<file path="src/rtl/register_file.sv">
// Eight-entry register file with R0 hardwired to zero and zero/negative flags for the last committed write.
// Reads are combinational (0 cycles) with no write bypass; writes and flags land at the next edge; no backpressure.
module register_file #(
  parameter int DATA_WIDTH = 16,
  parameter int ADDR_WIDTH = 3
) (
  input  logic                  clk,
  input  logic                  reset,
  input  logic                  writeEnable,
  input  logic [ADDR_WIDTH-1:0] writeAddr,
  input  logic [DATA_WIDTH-1:0] writeData,
  input  logic [ADDR_WIDTH-1:0] readAddr1,
  input  logic [ADDR_WIDTH-1:0] readAddr2,
  output logic [DATA_WIDTH-1:0] readData1,
  output logic [DATA_WIDTH-1:0] readData2,
  output logic                  zeroFlag,
  output logic                  negFlag
);

  localparam int NUM_REGS = 1 << ADDR_WIDTH;

  logic [DATA_WIDTH-1:0] regs_q [NUM_REGS];
  logic [DATA_WIDTH-1:0] regs_d [NUM_REGS];
  logic                  zero_flag_q, zero_flag_d;
  logic                  neg_flag_q,  neg_flag_d;
  logic                  commit;

  // writeEnable gates the address compare, so an X address while idle cannot reach the array.
  assign commit = writeEnable && (writeAddr != '0);

  always_comb begin
    for (int i = 0; i < NUM_REGS; i++) begin
      regs_d[i] = regs_q[i];
      if (commit && (writeAddr == ADDR_WIDTH'(i))) begin
        regs_d[i] = writeData;
      end
    end
    regs_d[0] = '0;
  end

  always_comb begin
    zero_flag_d = zero_flag_q;
    neg_flag_d  = neg_flag_q;
    if (commit) begin
      zero_flag_d = (writeData == '0);
      neg_flag_d  = writeData[DATA_WIDTH-1];
    end
  end

  always_ff @(posedge clk) begin
    if (reset) begin
      for (int i = 0; i < NUM_REGS; i++) begin
        regs_q[i] <= '0;
      end
      zero_flag_q <= 1'b0;
      neg_flag_q  <= 1'b0;
    end else begin
      for (int i = 0; i < NUM_REGS; i++) begin
        regs_q[i] <= regs_d[i];
      end
      zero_flag_q <= zero_flag_d;
      neg_flag_q  <= neg_flag_d;
    end
  end

  // R0 is forced at the read mux so it reads zero even before the first reset.
  assign readData1 = (readAddr1 == '0) ? '0 : regs_q[readAddr1];
  assign readData2 = (readAddr2 == '0) ? '0 : regs_q[readAddr2];
  assign zeroFlag  = zero_flag_q;
  assign negFlag   = neg_flag_q;

endmodule

</file>
<file path="config.mk">
export PLATFORM = sky130hd
export DESIGN_NAME = register_file
export DESIGN_NICKNAME = d
export VERILOG_FILES = /design/src/rtl/register_file.sv
export SDC_FILE = /design/constraint.sdc
export NUM_CORES = 1
export LEC_CHECK = 0
export BUFFER_PORTS_ARGS = -buffer_cell sky130_fd_sc_hd__buf_4
export CELL_PAD_IN_SITES_DETAIL_PLACEMENT = 1
export CELL_PAD_IN_SITES_GLOBAL_PLACEMENT = 1
export CORE_AREA = 4 4 159 161
export CTS_CLUSTER_SIZE = 28
export DETAILED_ROUTE_END_ITERATION = 12
export DIE_AREA = 0 0 163 165
export GPL_TIMING_DRIVEN = 0
export HOLD_SLACK_MARGIN = 0.05
export PLACE_DENSITY_LB_ADDON = 0.05
export SETUP_SLACK_MARGIN = 0.05
export SYNTH_ARGS = -nofsm -noshare
export SYNTH_HDL_FRONTEND = slang
export SYNTH_SLANG_ARGS = --single-unit
</file>
<file path="constraint.sdc">
create_clock -name clk -period 1.8 [get_ports clk]
set_input_delay 0.09 -clock clk [delete_from_list [all_inputs] [get_ports clk]]
set_output_delay 0.09 -clock clk [all_outputs]
set_load 0.02 [all_outputs]
</file>
# ---- Word-level counts from Yosys, hierarchy flattened
# Memory sizes are Yosys's and may differ from the RTL's.
# Index checks and enable logic that the tools add are counted.
dict set report word_totals {
  regBits 2
  ram_bits 128
  inputBits 28
  output_inout_bits 34
  elab_cells 64
  memories 1
}
# memory words word_bits rd rd_clocked_by_memory_dff write_ports line_no
set mem_list {}
lappend mem_list {regs_q 8 16 2 0 8 22} ;# logic [DATA_WIDTH-1:0] regs_q [NUM_REGS];
dict set report op_classes {
  eq_ne 14
  muxes 20
  n_bitwise 8
  n_reduce_logical 19
}
# op count
set op_table {}
lappend op_table {{two-way mux 16 bit} 17}
lappend op_table {{logical NOT 16 bit} 1}
lappend op_table {{AND reduction 2 bit} 7}
lappend op_table {{== test 3 bit (second input constant)} 4}
lappend op_table {{logical AND 1 bit} 8}
lappend op_table {{bitwise OR 1 bit} 8}
lappend op_table {{inequality test 1 bit (second input constant)} 7}
lappend op_table {{== test 3 x 2 -> 1 bit (second input constant)} 2}
lappend op_table {{logical NOT 3 bit} 2}
lappend op_table {{== test 3 x 1 -> 1 bit (second input constant)} 1}
lappend op_table {{two-way mux 1 bit} 3}
lappend op_table {{nonzero test 3 bit} 1}

# ---- Longest topological paths before layout
dict set report depth {
  word_depth 6
  ltp_mapped 6
  mapped_depth_nobuf 3
}

# ---- Least setup slack after synthesis
# OpenSTA, ideal clock, no wires.
dict set report synth_timing {
  path_kind {input-to-reg}
  start {in writeAddr[1]}
  end {mem regs_q[4][0], enable pin}
  setup_ps 375
  arrival_time_ps 936
  t_required_ps 1425
  slack_ps 489
  stages 3
  path_cell_list {and2b_1 nand3_1 nand2b_1}
}
# item line_no
set synth_lines {}
lappend synth_lines {{from (decl)} 10} ;# input logic [ADDR_WIDTH-1:0] writeAddr,
lappend synth_lines {{to (decl)} 22}

==> flow_summary.yaml <==
outcome:
  outcome: "completed"
floorplanning:
  core_area_mm2: 0.0240
  dieArea_mm2: 0.0269
  initial_core_util_pct: 24.5
  die_y_um: 165
  die_w_um: 163
  io_pins: 62
  row_count: 57
grt:
  grt_max_degree: 17
  grt_pass1_wl_um: 30300
  grt_overflow_total: 0
  track_usage_pct: 15.8
  grt_pass1_vias: 4493
  antenna_found_initial: 0
cts:
  cts_max_level: 4
  root_buffer: "clkbuf_16"
  cts.clk_slew.worst_paths_ns: 0.06
  post_cts_buffers: 0
  cts_tree: "yes"
  cts_made_buffers: 17
  clock_sinks: 114
  clock_latency_ns: 0.42
  clockBufferDepth: 2
critical_path:
  cp_top_family: "multiplexers"
  ff2ff_path_depth: 2
  slowest_stage: "mux4_2"
  critPathBufInv: 1
  cp_slowest_stage_delay_ns: 0.53
  path_cells: "mux4_2 -> nand2_2 -> o21ai_2 -> buf_6"
  crit_path_end_kind: "primary output"
  arrival_ns: 1.69
  cp.depth: 4
  start_kind: "register"
  required_ns: 1.71
  crit_fanout: 2
  critPathKind: "register to primary output"
sta:
  setup_tns_ns: 0
  setup_viol: 0
  fin_crit_ns: 1.78
  fin_crit_sh_pct: 98.7
  slew_headroom_pct: 31.1
  hold_viol_final: 0
  maxSlewViolCount: 0
  maxClockFrequency_mhz: 563
  rsz0062_at_grt: "true"
  worst_pin_slew_ns: 1.03
  finClkSkew_ns: 0
placed_design:
  dp_hpwl_um: 14600
  portBuffers: 57
  gp_congestion: 0.722
layout:
  areaGrowthSynthToFinish_pct: 33.1
  drive_gt1_share_pct: 42.7
  fin_nets: 561
  fill_cells: 2585
  n_antenna_cell: 0
drt:
  drc_errors: 0
  vias_per_cell: 4.63
  vias: 4026
  dr.pass1.iters: 4
  wl_per_cell_um: 23.3
  routed_wl_um: 20300
  drt-initial-drc-count: 223
  ant_nets: 0
pwr:
  clockPowerShare_pct: 45.9
  p_seq_share_pct: 38.6
  power.density_mw_per_mm2: 1070
  vdd_drop_max_uv: 538
  p_int_mw: 6.28
  switching_share_pct: 24.8
  leakagePower_nw: 2.85
  combPwrFrac_pct: 15.5
  p_sw_mw: 2.07
  total_power_mw: 8.35
synthesis:
  syn_inst: 446
  avgSynthCellArea_um2: 13.2
  synth_edf_count: 112
  synthDistinctLibCells: 31
  ys_ff_latch: 114
  yosysSeqAreaShare_pct: 57.9
  syn-num-nets: 474
  async_flop_share_pct: 0
  synth_top_flop_cell: "edfxtp_1"
  ys_warn_count: 0
  syn_area_mm2: 0.00588
job:
  drv_cap: 0
hold_path:
  min_path_cells: 4
  hold_path_class: "primary input to register"
[per-stage QoR]
stage | utilization (%) | hold slack, ns | std cells | instance area, µm² | worst slack (ns)
2_1_floorplan | - | 0.237 | 446 | 5880 | 0.489
3_3_place_gp | 28.0 | 0.364 | 827 | 6710 | -0.394
3_5_place_dp | 28.0 | 0.383 | 827 | 6710 | -0.415
4_1_cts | 32.1 | 0.0522 | 870 | 7680 | -0.00833
5_1_grt | 32.6 | 0.0937 | 870 | 7820 | -0.0549
6_report | 32.6 | 0.0595 | 870 | 7820 | 0.0239
[path summary, 6_finish.rpt]
path / startpoint / end / slack, ns
worst max-delay path: regs_q[7][4] / readData2[4] / 0.02
worst min-delay path: writeData[3] / zeroFlag / 0.06
worst max register to register: zeroFlag / zeroFlag / 1.16
worst min register to register: negFlag / negFlag / 0.53
[metal layers]
metal / up-vias / global-route usage [%] / wire length [µm]
met5: - / 0 / 0
met2: 69 / 25.0 / 9710
met3: 15 / 2.47 / 561
li1: 1845 / - / -
met4: 0 / 4.61 / 242
met1: 2097 / 22.4 / 9730
[cell usage after synthesis, drive strengths merged, types with 3 or more instances]
cell type  number  share of area, %
clkbuf          9              0.57
nand3           4              0.34
a221oi         14               2.1
nor4            4              0.43
nand2          18               1.1
o21ai          17               1.4
mux4           32                12
a22oi          17               2.2
nand2b         21               2.2
nor2           83               5.3
a21oi          15               1.3
nor2b           3              0.36
buf            23               3.1
mux2           31               5.9
edfxtp        112                57
inv            31               2.0
[logic make-up after synthesis]
family	count (synthesis)	share of synthesized area, %
AOI/OAI and AO/OA	69	7.86
DFF	114	57.9
buffers and inverters	63	5.64
and+or+nand+nor	135	10.0
muxes	65	18.5
[worst reg2reg max path: stages (launching register included)]
cell,delay (ns)
dfxtp_1,0.33
nor2_1,0.05
a211oi_2,0.19
[sequential cells by signal, summed over array words and instances, names as in the netlist]
signal and cells:
regs_q 112, negFlag 1, zeroFlag 1
[power groups by stage]
| stage | logic [mW] | registers (mW) | clock network, mW |
|---|---|---|---|
| final | 1.30 | 3.22 | 3.84 |
| after global routing | 1.39 | 3.25 | 4.04 |
| after CTS | 1.26 | 3.22 | 3.90 |
| after detailed placement | 1.15 | 3.27 | 0 |
| after global placement | 1.14 | 3.26 | 0 |
| after floorplan | 0.673 | 3.23 | 0 |
[area by class of cell]
type | instances | area (µm²) | share of cell area, %
flip-flops and latches | 114 | 3400 | 43.5
plain buffers | 32 | 219 | 2.80
inverters | 31 | 116 | 1.49
well taps | 324 | 405 | 5.18
clock inverters | 14 | 234 | 2.99
clock buffers | 18 | 429 | 5.49
multi-input cells | 269 | 2400 | 30.7
repair buffers | 68 | 617 | 7.89
[cells in the final DEF (no fill, tap or decap), types with 9 or more instances in the layout]
cell           synthesis  final
clkbuf_1               9      9
buf_6                  8     29
edfxtp_1             112    112
inv_1                 31     18
clkbuf_16              0     17
buf_4                  1     37
mux4_2                32     32
nand2b_1              21     19
nand2_1               18      9
dlygate4sd3_1          0     11
nand2_2                0      9
buf_2                 12     11
a21oi_2                0     12
nor2_1                83     83
mux2_2                29     28
inv_2                  0     13
a22oi_1               17     15
[repair_timing]
action	CTS	global route
hold buffers	11	0
gates resized for setup	58	35
pin swaps	12	5
setup endpoints to repair	43	49
endpoints found under the hold margin	2	0
No activity file was read; power rests on OpenSTA's default activity.
